`src/rtl/bt656_pkg.sv`:
```
`default_nettype none
// ============================================================================
// Module      : bt656_pkg
// Description : Shared types and defaults for the BT.656 capture controller.
// Revision    : 1.0 - initial release
// ============================================================================
package bt656_pkg;

    localparam int DEF_H_ACTIVE = 720;
    localparam int DEF_V_LINES  = 244;
    localparam int PIX_DATA_W   = 16;

    typedef enum logic [2:0] {
        ST_IDLE  = 3'd0,
        ST_SYNC  = 3'd1,
        ST_CAP0  = 3'd2,
        ST_CAP1  = 3'd3,
        ST_DRAIN = 3'd4
    } cap_state_t;

    // Bits needed to hold every value from 0 up to and including max_val.
    function automatic int cnt_width(input int max_val);
        return $clog2(max_val + 1);
    endfunction

endpackage
`default_nettype wire

```
`src/rtl/bt656_capture_ctrl_if.sv`:
```
`default_nettype none
// ============================================================================
// Module      : bt656_capture_ctrl_if
// Description : Pixel write port towards frame memory (request/ack handshake).
// Revision    : 1.0 - initial release
// ============================================================================
interface bt656_capture_ctrl_if
    import bt656_pkg::*;
#(
    parameter int ADDR_W = 19
);
    logic                  wr_req;
    logic [ADDR_W-1:0]     wr_addr;
    logic [PIX_DATA_W-1:0] wr_data;
    logic                  wr_ack;

    modport master (output wr_req, output wr_addr, output wr_data, input  wr_ack);
    modport slave  (input  wr_req, input  wr_addr, input  wr_data, output wr_ack);
endinterface
`default_nettype wire

```
`src/rtl/capture_fifo.sv`:
```
`default_nettype none
// ============================================================================
// Module      : capture_fifo
// Description : Small count-based write buffer; simultaneous push and pop are
//               both honoured even when full. Head reads as zero when empty.
// Revision    : 1.0 - initial release
// ============================================================================
module capture_fifo #(
    parameter int WIDTH = 35,
    parameter int DEPTH = 4
) (
    input  logic             clk,
    input  logic             rst_n,
    input  logic             push,
    input  logic [WIDTH-1:0] push_data,
    input  logic             pop,
    output logic [WIDTH-1:0] head,
    output logic             empty,
    output logic             full
);
    localparam int             PTR_W    = (DEPTH > 1) ? $clog2(DEPTH) : 1;
    localparam logic [PTR_W:0] FULL_CNT = (PTR_W + 1)'(DEPTH);

    logic [WIDTH-1:0] mem [DEPTH];
    logic [PTR_W-1:0] wr_ptr;
    logic [PTR_W-1:0] rd_ptr;
    logic [PTR_W:0]   count;
    logic             do_pop;
    logic             do_push;

    assign empty   = (count == '0);
    assign full    = (count == FULL_CNT);
    assign do_pop  = pop & ~empty;
    assign do_push = push & (~full | do_pop);
    assign head    = empty ? '0 : mem[rd_ptr];

    // Pointer and occupancy bookkeeping; pointers wrap naturally (power-of-2 depth).
    always_ff @(posedge clk or negedge rst_n) begin
        if (!rst_n) begin
            wr_ptr <= '0;
            rd_ptr <= '0;
            count  <= '0;
        end else begin
            if (do_push) wr_ptr <= wr_ptr + PTR_W'(1);
            if (do_pop)  rd_ptr <= rd_ptr + PTR_W'(1);
            case ({do_push, do_pop})
                2'b10:   count <= count + (PTR_W + 1)'(1);
                2'b01:   count <= count - (PTR_W + 1)'(1);
                default: count <= count;
            endcase
        end
    end

    // Storage array; contents need no reset because the head is masked when empty.
    always_ff @(posedge clk) begin
        if (do_push) mem[wr_ptr] <= push_data;
    end

endmodule
`default_nettype wire

```
`src/rtl/bt656_capture_ctrl.sv`:
```
`default_nettype none
// ============================================================================
// Module      : bt656_capture_ctrl
// Description : Captures one (or continuous) interlaced frames from a BT.656
//               decoder into a linear frame buffer; field 0 lines land on even
//               line slots, field 1 lines on odd slots.
// Revision    : 1.0 - initial release
// ============================================================================
module bt656_capture_ctrl
    import bt656_pkg::*;
#(
    parameter int H_ACTIVE   = DEF_H_ACTIVE,
    parameter int V_LINES    = DEF_V_LINES,
    parameter int ADDR_W     = 19,
    parameter int FIFO_DEPTH = 4
) (
    input  logic                  TD_CLK_27,
    input  logic                  reset,
    input  logic [PIX_DATA_W-1:0] YCbCr,
    input  logic                  Data_Valid,
    input  logic                  field,
    input  logic                  active_video,
    input  logic                  start,
    input  logic                  continuous,
    bt656_capture_ctrl_if.master  wr,
    output logic                  busy,
    output logic                  frame_done,
    output logic                  overflow,
    output logic [7:0]            frame_count
);
    localparam int PIX_CW  = cnt_width(H_ACTIVE);
    localparam int LINE_CW = cnt_width(V_LINES);
    localparam int ENTRY_W = ADDR_W + PIX_DATA_W;

    localparam logic [PIX_CW-1:0]  PIX_LIM   = PIX_CW'(H_ACTIVE);
    localparam logic [LINE_CW-1:0] LINE_LIM  = LINE_CW'(V_LINES);
    localparam logic [ADDR_W-1:0]  FIELD_OFS = ADDR_W'(H_ACTIVE);
    localparam logic [ADDR_W-1:0]  LINE_STEP = ADDR_W'(2 * H_ACTIVE);

    cap_state_t         state;
    logic               field_d;
    logic               av_d;
    logic [PIX_CW-1:0]  pix_cnt;
    logic [LINE_CW-1:0] line_cnt;
    logic [ADDR_W-1:0]  line_base;

    logic               field_fall;
    logic               field_rise;
    logic               field_edge;
    logic               av_fall;
    logic               capturing;
    logic               strobe;
    logic               in_range;
    logic               push;
    logic               pop;
    logic               overflow_evt;
    logic [ADDR_W-1:0]  cap_addr;
    logic [ENTRY_W-1:0] fifo_head;
    logic               fifo_empty;
    logic               fifo_full;

    assign field_fall = field_d & ~field;
    assign field_rise = ~field_d & field;
    assign field_edge = field_d ^ field;
    assign av_fall    = av_d & ~active_video;

    // Strobes coinciding with a field edge belong to neither field and are ignored.
    assign capturing  = (state == ST_CAP0) || (state == ST_CAP1);
    assign strobe     = capturing & Data_Valid & ~field_edge;
    assign in_range   = (pix_cnt < PIX_LIM) && (line_cnt < LINE_LIM);
    assign push       = strobe & in_range;
    assign pop        = wr.wr_req & wr.wr_ack;
    // A pop in the same cycle frees the slot, so only an unpaired push when full is lost.
    assign overflow_evt = push & fifo_full & ~pop;

    // Interleaved address: line_base already holds 2*line*H_ACTIVE.
    assign cap_addr = line_base + ((state == ST_CAP1) ? FIELD_OFS : '0) + ADDR_W'(pix_cnt);

    assign wr.wr_req = ~fifo_empty;
    assign {wr.wr_addr, wr.wr_data} = fifo_head;
    assign busy = (state != ST_IDLE) | ~fifo_empty;

    capture_fifo #(
        .WIDTH (ENTRY_W),
        .DEPTH (FIFO_DEPTH)
    ) u_fifo (
        .clk       (TD_CLK_27),
        .rst_n     (reset),
        .push      (push),
        .push_data ({cap_addr, YCbCr}),
        .pop       (pop),
        .head      (fifo_head),
        .empty     (fifo_empty),
        .full      (fifo_full)
    );

    // Previous-cycle copies of the decoder flags for edge detection.
    always_ff @(posedge TD_CLK_27 or negedge reset) begin
        if (!reset) begin
            field_d <= 1'b0;
            av_d    <= 1'b0;
        end else begin
            field_d <= field;
            av_d    <= active_video;
        end
    end

    // Pixel/line position tracking; counters saturate at their limits so late strobes stay out of range.
    always_ff @(posedge TD_CLK_27 or negedge reset) begin
        if (!reset) begin
            pix_cnt   <= '0;
            line_cnt  <= '0;
            line_base <= '0;
        end else if (field_edge) begin
            pix_cnt   <= '0;
            line_cnt  <= '0;
            line_base <= '0;
        end else if (av_fall) begin
            pix_cnt <= '0;
            if ((pix_cnt != '0) && (line_cnt < LINE_LIM)) begin
                line_cnt  <= line_cnt + LINE_CW'(1);
                line_base <= line_base + LINE_STEP;
            end
        end else if (strobe && (pix_cnt < PIX_LIM)) begin
            pix_cnt <= pix_cnt + PIX_CW'(1);
        end
    end

    // Capture sequencing plus frame/overflow status.
    always_ff @(posedge TD_CLK_27 or negedge reset) begin
        if (!reset) begin
            state       <= ST_IDLE;
            frame_done  <= 1'b0;
            frame_count <= 8'd0;
            overflow    <= 1'b0;
        end else begin
            frame_done <= 1'b0;
            case (state)
                ST_IDLE: begin
                    if (start) begin
                        state    <= ST_SYNC;
                        overflow <= 1'b0;
                    end
                end
                ST_SYNC: begin
                    if (field_fall) state <= ST_CAP0;
                end
                ST_CAP0: begin
                    if (field_rise) state <= ST_CAP1;
                end
                ST_CAP1: begin
                    if (field_fall) begin
                        frame_done  <= 1'b1;
                        frame_count <= frame_count + 8'd1;
                        state       <= continuous ? ST_CAP0 : ST_DRAIN;
                    end
                end
                ST_DRAIN: begin
                    if (fifo_empty) state <= ST_IDLE;
                end
                default: state <= ST_IDLE;
            endcase
            if (overflow_evt) overflow <= 1'b1;
        end
    end

endmodule
`default_nettype wire

```
`src/flat_wrapper.sv`:
```
// flat-port wrapper written by rule: the top's interface ports become plain ports
module bt656_capture_ctrl_flat import bt656_pkg::*;
#(
    parameter int H_ACTIVE   = DEF_H_ACTIVE,
    parameter int V_LINES    = DEF_V_LINES,
    parameter int ADDR_W     = 19,
    parameter int FIFO_DEPTH = 4
)
  (TD_CLK_27, reset, YCbCr, Data_Valid, field, active_video, start, continuous, busy, frame_done, overflow, frame_count, wr_wr_req, wr_wr_addr, wr_wr_data, wr_wr_ack);
  bt656_capture_ctrl_if #(.ADDR_W(ADDR_W)) wr_i ();
  input  logic TD_CLK_27;
  input  logic reset;
  input  logic [PIX_DATA_W-1:0] YCbCr;
  input  logic Data_Valid;
  input  logic field;
  input  logic active_video;
  input  logic start;
  input  logic continuous;
  output logic busy;
  output logic frame_done;
  output logic overflow;
  output logic [7:0] frame_count;
  output wire logic [$bits(wr_i.wr_req)-1:0] wr_wr_req;
  output wire logic [$bits(wr_i.wr_addr)-1:0] wr_wr_addr;
  output wire logic [$bits(wr_i.wr_data)-1:0] wr_wr_data;
  input wire logic [$bits(wr_i.wr_ack)-1:0] wr_wr_ack;
  assign wr_wr_req = wr_i.wr_req;
  assign wr_wr_addr = wr_i.wr_addr;
  assign wr_wr_data = wr_i.wr_data;
  assign wr_i.wr_ack = wr_wr_ack;
  bt656_capture_ctrl #(.H_ACTIVE(H_ACTIVE), .V_LINES(V_LINES), .ADDR_W(ADDR_W), .FIFO_DEPTH(FIFO_DEPTH)) u_core (.TD_CLK_27(TD_CLK_27), .reset(reset), .YCbCr(YCbCr), .Data_Valid(Data_Valid), .field(field), .active_video(active_video), .start(start), .continuous(continuous), .wr(wr_i), .busy(busy), .frame_done(frame_done), .overflow(overflow), .frame_count(frame_count));
endmodule
```
`config.mk`:
```
export PLATFORM = sky130hd
export DESIGN_NAME = bt656_capture_ctrl_flat
export DESIGN_NICKNAME = d
export VERILOG_FILES = /design/src/rtl/bt656_pkg.sv /design/src/rtl/bt656_capture_ctrl_if.sv /design/src/rtl/capture_fifo.sv /design/src/rtl/bt656_capture_ctrl.sv /design/src/flat_wrapper.sv
export SDC_FILE = /design/constraint.sdc
export NUM_CORES = 1
export LEC_CHECK = 0
export BUFFER_PORTS_ARGS = -buffer_cell sky130_fd_sc_hd__buf_2
export CAP_MARGIN = 30
export CORE_MARGIN = 3
export CORE_UTILIZATION = 45
export DETAILED_ROUTE_END_ITERATION = 8
export PLACE_DENSITY = 0.59
export SYNTH_ARGS = -nofsm -noshare
export SYNTH_HDL_FRONTEND = slang
export SYNTH_SLANG_ARGS = --single-unit
```
`constraint.sdc`:
```
create_clock -name TD_CLK_27 -period 4.8 [get_ports TD_CLK_27]
set_input_delay 0.96 -clock TD_CLK_27 [delete_from_list [all_inputs] [get_ports TD_CLK_27]]
set_output_delay 0.96 -clock TD_CLK_27 [all_outputs]
set_load 0.03 [all_outputs]
```
==> summary.txt, run 1 <==
GRT
  • Largest net degree at the start of global routing: 55
  • First-pass GRT wire length: approximately 27 mm
  • Grt ovf: 0
  • All-Layer GR Usage: 15.87%
  • Initial antenna violation count: 0
  • Vias in the first global route: about 5.1k

Layout
  • Inserted Diodes: 0
  • Area growth from synthesis to final layout: 15.06%
  • Commonest non-fill, non-tap cells in the layout: edfxtp_1 (140), buf_2 (70), dfrtp_1 (53)
  • Commonest non-fill, non-tap cell in the layout: edfxtp_1
  • Post-Layout Cell Count: 936
  • Nets: between 700 and 800
  • Layout cells sized above 1: a little under a quarter
  • Final Util: between 50% and 60%
  • Fill cell count: approximately 1.6k

Logic synthesis
  • Largest cells by area after synthesis: edfxtp_1 (48%), dfrtp_1 (16%), mux4_2 (9.1%), xnor2_1 (3.9%), ha_1 (3.7%)
  • Syn nets: ~640
  • Ys async rst share: 27.84%
  • Synth top area share: 48.30%
  • Most used DFF post-synth: edfxtp_1
  • Area leader, netlist: edfxtp_1
  • Post-Synth XOR/XNOR Area: roughly 5.2%
  • Post-synth cell types: slightly below 60
  • Largest family of logic cells by synthesized area: simple AND/OR/NAND/NOR gates
  • Post-synthesis mux area share: under 10%
  • Post-Synth Adder-Cell Area: between 3 and 4%
  • Complex-gate fraction of the synthesized area: under 10%
  • Cell Area, Synth: approximately 8700 um^2
  • Ys Warns: 0
  • Register area share after synthesis: between 60% and 70%
  • Post-synth EDFFs: 140
  • Seq cells post-synth: around 190
  • Synthesized area per cell: roughly 15 um^2
  • Mapped Cells: 584
  • Simple-Gate Fraction of Synth Area: approximately 11%

Timing
  • Slew @ Worst Pin: 0.9363 ns
  • Hold Slack: between 0.4 and 0.5 ns
  • Final min period: 3.466 ns
  • Final Hold Vio Count: 0
  • RSZ-0062 raised after global routing: no
  • Crit share post-route: roughly 72%
  • Final setup TNS: 0 ns
  • Rel. slew slack: about 37%
  • Clk_skew: between 0.01 and 0.015 ns
  • Final slew viol count: 0
  • Final setup fails: 0
  • Fmax: between 200 and 300 MHz

Detailed routing
  • Total number of vias: just under 5k
  • Antenna viol nets, final: 0
  • Routed wire length: around 16 mm
  • Avg Vias per Cell: roughly 5.2
  • First-pass DRT Iterations: 4
  • Routed length per instance: between 15 and 20 um
  • DRC Markers: 0
  • DR iter-0 viols: about 210

Clocking
  • CTS-repair resized insts: 0
  • CTS tree: built
  • H-tree levels: 4
  • Post-CTS Setup Bufs: 0
  • CTS max path bufs: 2
  • Num CTS Buffers: 17
  • Clock Latency Late Sink: about 0.43 ns
  • Clock Sinks: 194
  • Worst-path clk slew: roughly 0.070 ns
  • Root buffer cell: clkbuf_16
  • Hold_buf cts: 0

Power and ir drop
  • Lkg Pwr: 3.921 nW
  • PD cells: about 540 nW/um^2
  • Pwr Total: roughly 5.4 mW
  • Peak supply drop: between 200 and 250 uV

Run
  • Max_cap viols: 0

Critical path
  • Crit-path slowest cell: dfrtp_2
  • CP top delay family: flip-flops
  • Crit. End Element: output pin
  • Crit-path max FO: 25
  • CP Class: register to output pin
  • CP peak stage delay: around 0.9 ns
  • WP data required: between 3 and 4 ns
  • CP bufs+invs: 2
  • Crit-path cells: buf_4 -> mux4_2 -> and2_1 -> buf_2
  • Worst EP arrival: roughly 2.5 ns
  • CP startpoint kind: register

Floorplanning
  • Initial Util: 46.23%
  • I/O pins: just over 70
  • Die ar.: between 20,000 and 25,000 um^2
  • Core area: ~19,000 um^2
  • FP Rows: 50
  • Die Wd: between 100 and 150 um
  • Die height: around 150 um

Place
  • IO Port Bufs: 70
  • Routability Congestion: 0.8250
  • Placed Cells: between 900 and 1k
  • HPWL after detailed placement: slightly above 10 mm

Outcome
  • Status: complete, no violations

Worst hold path
  • Min-Delay Path Class: register to register
## worst paths after layout
kind	start	depth (start not counted)	end	slack [ns]
setup / recovery	u_core.u_fifo.rd_ptr[0]	4	wr_wr_data[5]	1.33
hold / removal	u_core.frame_count[7]	1	u_core.frame_count[7]	0.47
setup reg to reg	u_core.state[2]	10	u_core.u_fifo.mem[1][34]	1.55
hold reg to reg	u_core.frame_count[7]	1	u_core.frame_count[7]	0.47
max in group asynchronous	reset	2	u_core.u_fifo.rd_ptr[0]	3.64
min in group asynchronous	reset	2	u_core.overflow	0.65
## where the power goes
group          internal (mW)  total [mW]  switching (mW)
Clock                  0.803        1.45           0.645
Sequential              1.99        2.15           0.165
Combinational          0.731        1.78            1.04
## cells by family (layout without fill, tap and decap cells)
| family | count (synthesis) | count (layout) |
|---|---|---|
| adder cells (fa/ha/maj) | 27 | 27 |
| AO/OA/AOI/OAI | 53 | 53 |
| flip-flops | 194 | 194 |
| buffers and inverters | 39 | 131 |
| multiplexers | 41 | 41 |
| XOR/XNOR | 52 | 52 |
| AND/OR/NAND/NOR | 177 | 177 |
| other | 1 | 1 |
## Yosys cell counts (3+ instances only)
library cell and n:
mux2i_1 4, or3_1 5, ha_1 26, buf_2 6
inv_1 15, xor2_1 13, clkbuf_1 13, nand2_1 25
buf_4 3, and2_1 39, mux4_2 35, nand2b_1 4
nor2_1 34, a21oi_1 16, nor4b_1 4, and4_1 4
and3_1 5, nand3_1 14, edfxtp_1 140, xnor2_1 39
nor2b_1 4, a21o_1 6, nor3_1 14, nand4_1 10
dfrtp_1 54, o21ai_0 10
## worst reg2reg max path: cells and delay by family (launching register included)
kind,cells,cell delay (ns)
fa+ha+maj,2,0.65
flops,1,0.46
compound gates,3,1.00
simple gates,3,0.46
xor+xnor,2,0.47
## per-stage QoR
| step | worst slack, ns | area, um^2 |
|---|---|---|
| floorplan | 1.117 | 8705 |
| global placement | 1.122 | 9359 |
| detailed placement | 1.026 | 9407 |
| CTS | 1.227 | 10020 |
| global route | 1.099 | 10020 |
| finish | 1.334 | 10020 |
## area by class of cell
class                      count  area, um^2  share of cell area, %
multi-input combinational    351        2984                  29.79
clock inverter                13       166.4                  1.661
inverter                      16       60.06                 0.5996
timing repair buffer          83       480.5                  4.797
sequential                   194        5557                  55.48
clock buffer                  19       442.9                  4.422
tap                          260       325.3                  3.248
## per-layer routing
metal / up-vias / routed length, um / track usage (%)
met5: - / 0 / 0
met3: 16 / 598 / 3.529
met4: 0 / 203 / 4.843
met1: 2458 / 7431 / 21.87
li1: 2341 / - / -
met2: 97 / 7755 / 25.49
## sequential cells by signal, summed over array words and instances (netlist names), 2 cells and up
register and count:
u_core.state 3, u_core.u_fifo.mem 140, u_core.pix_cnt 10, u_core.u_fifo.count 3
u_core.u_fifo.wr_ptr 2, u_core.line_base 14, u_core.u_fifo.rd_ptr 2, u_core.frame_count 8
u_core.line_cnt 8
Note: power is estimated with default switching activity, not from simulation.
==> inputs of run 2 (changes only) <==
Clock period 4.8 ns to 3.5 ns, I/O delays scaled along.
==> run 2 against run 1 <==
Highest routed layer unchanged. First-iteration DRC count up 23%. Worst hold slack worse by 0.12 ns. Critical path type is now register to register. Largest cell class unchanged. Combinational power up 40%. Routed wire length up 3.3%.
==> summary.txt, run 2 (synthesized netlist as in run 1, its figures left out) <==
Detailed routing
  • Antenna viol nets, final: 0 (unchanged)
  • DRC Markers: 0 (unchanged)
  • Met1 wire length: 7.395 mm (-0.48%)
  • First-pass DRT Iterations: 4 (unchanged)
  • Routed length per instance: 17.70 um (+3.6%)
  • WL met2: 8.331 mm (+7.4%)
  • Met3 wire len: 546 um (-8.7%)
  • Routed wire length: 16.51 mm (+3.3%)
  • DR iter-0 viols: 255 (+23%)
  • Max Used Layer: met4
  • Total number of vias: 4,977 (+1.3%)
  • Avg Vias per Cell: 5.334 (+1.6%)

Layout
  • Commonest non-fill, non-tap cell in the layout: edfxtp_1
  • Nets: 712 (-0.28%)
  • Flip-flop count of the largest register after layout: 140 (unchanged)
  • Fin area: 9983 um^2 (-0.33%)
  • Final Util: 53.02% (-0.17 points)
  • Layout cells sized above 1: 23.33% (-0.34 points)
  • Largest regs: u_core.u_fifo.mem: 140 flops, u_core.line_base: 14 flops, u_core.pix_cnt: 10 flops
  • Fill cell count: 1,581 (+1.3%)
  • Largest Register: u_core.u_fifo.mem
  • Commonest non-fill, non-tap cells in the layout: edfxtp_1 (140), buf_2 (70), dfrtp_1 (53)
  • Inserted Diodes: 0 (unchanged)
  • Area growth from synthesis to final layout: 14.69%

Floorplanning
  • Die ar.: 21,050 um^2 (unchanged)
  • FP Rows: 50 (unchanged)
  • I/O pins: 71 (unchanged)
  • Die Wd: 145.1 um (unchanged)
  • Initial Util: 46.23% (unchanged)
  • Die height: 145.1 um (unchanged)
  • Core area: 18,830 um^2 (unchanged)

Place
  • HPWL after detailed placement: 10.63 mm (+2.6%)
  • Placed instance area: 9434 um^2 (+0.29%)
  • Place WS: 0.3973 ns (-0.6286 ns)
  • IO Port Bufs: 70 (unchanged)
  • Routability Congestion: 0.7972 (-3.4%)

GRT
  • Vias in the first global route: 5,319 (+5.3%)
  • Largest net degree at the start of global routing: 38 (-31%)
  • First-pass GRT wire length: 27.41 mm (+2.2%)
  • All-Layer GR Usage: 16.33% (+0.45 points)
  • Initial antenna violation count: 0 (unchanged)
  • Grt ovf: 0 (unchanged)

Critical path
  • Crit-path max FO: 8 (-68%)
  • CP startpoint kind: register
  • CP Class: register to register
  • Crit. End Element: register
  • Worst EP arrival: 3.36 ns (+0.85 ns)
  • WP data required: 3.72 ns (-0.12 ns)

Timing
  • Crit path setup slack, layout: 0.3612 ns (-0.9730 ns)
  • Final setup fails: 0 (unchanged)
  • Hold Slack: 0.3501 ns (-0.1232 ns)
  • Final setup TNS: 0 ns (unchanged)
  • Final Hold Vio Count: 0 (unchanged)
  • Final slew viol count: 0 (unchanged)
  • Fmax: between 300 and 400 MHz
  • RSZ-0062 raised after global routing: no
  • Rel. slew slack: 46.85% (+9.6 points)
  • Crit share post-route: approximately 90%
  • Clk_skew: 0.01194 ns (+0.0003164 ns)
  • Final min period: between 3 and 4 ns
  • Slew @ Worst Pin: 0.7972 ns (-0.1391 ns)

Power and ir drop
  • PD cells: 720.8 nW/um^2 (+34%)
  • Lkg Pwr: 3.881 nW (-1.0%)
  • Peak supply drop: 386.9 uV (+58%)

Outcome
  • Status: complete, no violations

Clocking
  • Hold_buf cts: 0 (unchanged)
  • H-tree levels: 4 (unchanged)
  • Worst-path clk slew: 0.07 ns (about the same)
  • Post-CTS Setup Bufs: 0 (unchanged)
  • Clock Latency Late Sink: 0.43 ns (about the same)
  • Clock Sinks: 194 (unchanged)
  • CTS max path bufs: 2 (unchanged)
  • Root buffer cell: clkbuf_16
  • CTS tree: built
  • Num CTS Buffers: 17 (unchanged)
  • CTS-repair resized insts: 0 (unchanged)

Worst hold path
  • Min-Delay Path Class: input pin to asynchronous set/reset pin

Run
  • Max_cap viols: 0 (unchanged)
-- run 2: changes by cell type in the layout (fill, tap and decap cells not counted), moves of 2 or more --
cell,delta
buf_4,-6
buf_12,+5
inv_6,+3
bufinv_16,-2
clkinvlp_4,+2
inv_8,-2
-- run 2: worst max-delay path, cell delays in order, from the launching register on --
cell and delay, ns:
dfrtp_1 0.45, nor2b_1 0.17, nand2_1 0.16, xnor2_1 0.17, ha_1 0.29, ha_1 0.36, a21o_1 0.23, a211o_1 0.31
o221ai_1 0.39, nor2_1 0.10, xor2_1 0.29
-- run 2: per-layer routing --
metal / track usage [%] / vias up
met5: 0 / -
met1: 21.28 / 2518
met2: 27.46 / 99
met3: 3.154 / 18
li1: - / 2342
met4: 5.935 / 0
-- run 2: where the power goes --
part	leakage, nW	switching [mW]	internal [mW]
clock network	0.260	0.874	0.929
logic	1.58	1.49	0.994
registers	2.04	0.181	2.73
-- run 2: final timing paths --
kind	start	slack (ns)	cells after the start	endpoint
max	u_core.state[2]	0.36	10	u_core.u_fifo.mem[3][32]
min	reset	0.35	1	u_core.field_d
max reg2reg	u_core.state[2]	0.36	10	u_core.u_fifo.mem[3][32]
min reg2reg	u_core.frame_count[7]	0.47	1	u_core.frame_count[7]
max in group asynchronous	reset	2.34	2	u_core.line_base[16]
min in group TD_CLK_27	active_video	0.39	1	u_core.av_d
-- run 2: area by class of cell --
cell class / instances / area, um^2 / area share, %
clock buffer: 17 / 425.4 / 4.261
tap: 260 / 325.3 / 3.259
timing repair buffer: 81 / 508.0 / 5.088
sequential: 194 / 5557 / 55.66
inverter: 16 / 60.06 / 0.6016
clock inverter: 14 / 123.9 / 1.241
multi-input combinational: 351 / 2984 / 29.89
-- run 2: per-stage QoR --
step	std cells	total power [mW]
CTS	933	7.307
detailed placement	902	5.490
floorplan	584	4.748
global placement	902	5.438
finish	933	7.196
global route	933	7.583
==> inputs of run 3 (changes only) <==
Clock period 3.5 ns to 3.3 ns, I/O delays scaled along.
==> run 3 against run 2 <==
Register-to-register slack got worse by 0.15 ns. Count of clock-buffer cells in the layout unchanged. Combinational power increased by 7%. Worst hold slack got worse by 0.19 ns. Sequential share of layout area decreased by 0.61 points. Power is 7.8% higher.
==> summary.txt, run 3 (synthesized netlist as in run 1, its figures left out) <==
Outcome
  • Status: complete, no violations

Floorplanning
  • Initial Util: 46.23% (unchanged)
  • Die height: 145.1 um (unchanged)
  • Core area: 18,830 um^2 (unchanged)
  • Die ar.: 21,050 um^2 (unchanged)
  • FP Rows: 50 (unchanged)
  • I/O pins: 71 (unchanged)
  • Die Wd: 145.1 um (unchanged)

Detailed routing
  • Total number of vias: 5,076 (+2.0%)
  • DR iter-0 viols: 228 (-11%)
  • Antenna viol nets, final: 0 (unchanged)
  • Routed length per instance: 17.54 um (-0.88%)
  • Routed wire length: 16.54 mm (+0.18%)
  • DRC Markers: 0 (unchanged)
  • First-pass DRT Iterations: 4 (unchanged)
  • Avg Vias per Cell: 5.383 (+0.91%)

GRT
  • Grt ovf: 0 (unchanged)
  • Largest net degree at the start of global routing: 38 (unchanged)
  • Initial antenna violation count: 0 (unchanged)
  • First-pass GRT wire length: 27.67 mm (+0.96%)
  • Met1 usage: 22.00% (+0.72 points)
  • Vias in the first global route: 5,231 (-1.7%)
  • All-Layer GR Usage: 16.39% (+0.063 points)
  • Most Crowded Layer GR: met2
  • GRT met2 Usage: 26.71% (-0.75 points)
  • GR met3 Demand/Resource: 3.748% (+0.59 points)

Critical path
  • CP Depth: 11 (+1)
  • WP data required: 3.52 ns (-0.20 ns)
  • CP startpoint kind: register
  • Crit-path max FO: 7 (-1)
  • Crit-path cells: nor2b_1 -> nand2_1 -> xnor2_1 -> ha_1 -> ha_1 -> a21o_1 -> a211o_1 -> o221ai_1 -> buf_4 -> nor2_1 -> xor2_1
  • Reg2Reg Depth: 11 (+1)
  • Reg-to-Reg End: u_core.u_fifo.mem[3][32]
  • CP top delay family: compound AO/OA/AOI/OAI gates
  • Reg-to-reg slack, setup: 0.21 ns (-0.15 ns)
  • Worst EP arrival: 3.31 ns (-0.05 ns)
  • Crit-path most repeated cell: ha_1
  • Crit-path slowest cell: dfrtp_1
  • Crit. End Element: register
  • CP Class: register to register
  • CP bufs+invs: 1 (+1)
  • RR Startpoint: u_core.state[1]
  • CP peak stage delay: 0.44 ns (about the same)

Timing
  • Slew @ Worst Pin: 0.7719 ns (-0.02534 ns)
  • Final Hold Vio Count: 0 (unchanged)
  • Final min period: 3.086 ns (-0.05253 ns)
  • Final setup fails: 0 (unchanged)
  • Final setup TNS: 0 ns (unchanged)
  • Crit share post-route: 93.52% (+3.8 points)
  • Clk_skew: 0.01019 ns (-0.001745 ns)
  • Fmax: 324.0 MHz (+1.7%)
  • Rel. slew slack: 47.82% (+0.96 points)
  • RSZ-0062 raised after global routing: no
  • Final slew viol count: 0 (unchanged)

Clocking
  • H-tree levels: 4 (unchanged)
  • Worst-path clk slew: 0.07 ns (about the same)
  • Post-CTS Setup Bufs: 0 (unchanged)
  • Clock Sinks: 194 (unchanged)
  • CTS max path bufs: 2 (unchanged)
  • Num CTS Buffers: 17 (unchanged)
  • CTS tree: built
  • Hold_buf cts: 0 (unchanged)
  • Clock Latency Late Sink: 0.43 ns (about the same)
  • Root buffer cell: clkbuf_16
  • CTS-repair resized insts: 0 (unchanged)

Worst hold path
  • Min-Delay Path Class: input pin to asynchronous set/reset pin

Layout
  • Commonest non-fill, non-tap cells in the layout: edfxtp_1 (140), buf_2 (70), dfrtp_1 (53)
  • Footprint of the multi-input gates: 2989 um^2 (+0.17%)
  • Largest regs: u_core.u_fifo.mem: 140 flops, u_core.line_base: 14 flops, u_core.pix_cnt: 10 flops
  • Area growth from synthesis to final layout: 15.97%
  • Flip-flop count of the largest register after layout: 140 (unchanged)
  • Fin area: 10,090 um^2 (+1.1%)
  • Commonest non-fill, non-tap cell in the layout: edfxtp_1
  • Nets: 722 (+1.4%)
  • Fill cell count: 1,551 (-1.9%)
  • Register area: 5557 um^2 (unchanged)
  • Largest Register: u_core.u_fifo.mem
  • Layout cells sized above 1: 25.04% (+1.7 points)
  • Post-Layout Cell Count: 943 (+1.1%)
  • Inserted Diodes: 0 (unchanged)

Place
  • HPWL after detailed placement: 10.93 mm (+2.8%)
  • Placed Cells: 912 (+1.1%)
  • Placed instance area: 9514 um^2 (+0.85%)
  • IO Port Bufs: 70 (unchanged)
  • Routability Congestion: 0.8196 (+2.8%)

Power and ir drop
  • Lkg Pwr: 3.954 nW (+1.9%)
  • PD cells: 768.6 nW/um^2 (+6.6%)
  • Peak supply drop: 357.9 uV (-7.5%)

Run
  • Max_cap viols: 0 (unchanged)
==> run 3: worst register-to-register path, stage by stage (launching register included) <==
cell,delay [ns]
dfrtp_1,0.44
nor2b_1,0.20
nand2_1,0.18
xnor2_1,0.18
ha_1,0.29
ha_1,0.36
a21o_1,0.23
a211o_1,0.30
o221ai_1,0.21
buf_4,0.17
nor2_1,0.05
xor2_1,0.27
==> run 3: stage by stage <==
| stage | utilization (%) | power, mW | hold WS [ns] | worst slack (ns) |
|---|---|---|---|---|
| final | 53.61 | 7.759 | 0.1562 | 0.2137 |
| after global routing | 53.61 | 8.157 | 0.1614 | 0.009337 |
| after CTS | 53.61 | 7.873 | 0.1493 | 0.2082 |
| after detailed placement | 50.52 | 5.867 | 0.4761 | 0.2505 |
| after global placement | 50.52 | 5.809 | 0.4545 | 0.3346 |
| after floorplan | - | 5.034 | 0.3644 | 0.2780 |
==> run 3: area by class of cell <==
| type | count | area share, % |
|---|---|---|
| sequential | 194 | 55.04 |
| tap | 260 | 3.223 |
| timing repair buffer | 91 | 5.776 |
| clock buffer | 17 | 4.214 |
| multi-input combinational | 351 | 29.61 |
| inverter | 16 | 0.5949 |
| clock inverter | 14 | 1.537 |
==> run 3: how the worst max path moves through the flow <==
| stage | startpoint | endpoint | slack, ns |
|---|---|---|---|
| 2_1_floorplan | field | u_core.u_fifo.mem[0][0] | 0.28 |
| 3_3_place_gp | u_core.state[2] | u_core.u_fifo.mem[0][34] | 0.33 |
| 3_5_place_dp | u_core.state[1] | u_core.u_fifo.mem[1][32] | 0.25 |
| 4_1_cts | u_core.state[1] | u_core.u_fifo.mem[3][32] | 0.21 |
| 5_1_grt | u_core.state[2] | u_core.u_fifo.mem[3][32] | 0.009 |
| 6_report | u_core.state[1] | u_core.u_fifo.mem[3][32] | 0.21 |
==> run 3: layer usage <==
metal	wire length (um)	part of all wire, %
met1	7598	46
met2	8165	49
met3	539	3.3
met4	241	1.5
met5	0	0
==> run 3: report_power, final <==
group	switching, mW	internal (mW)	leakage (nW)
clock network	0.931	1.06	0.279
registers	0.210	2.89	2.04
logic	1.59	1.08	1.63
total	2.73	5.03	3.95
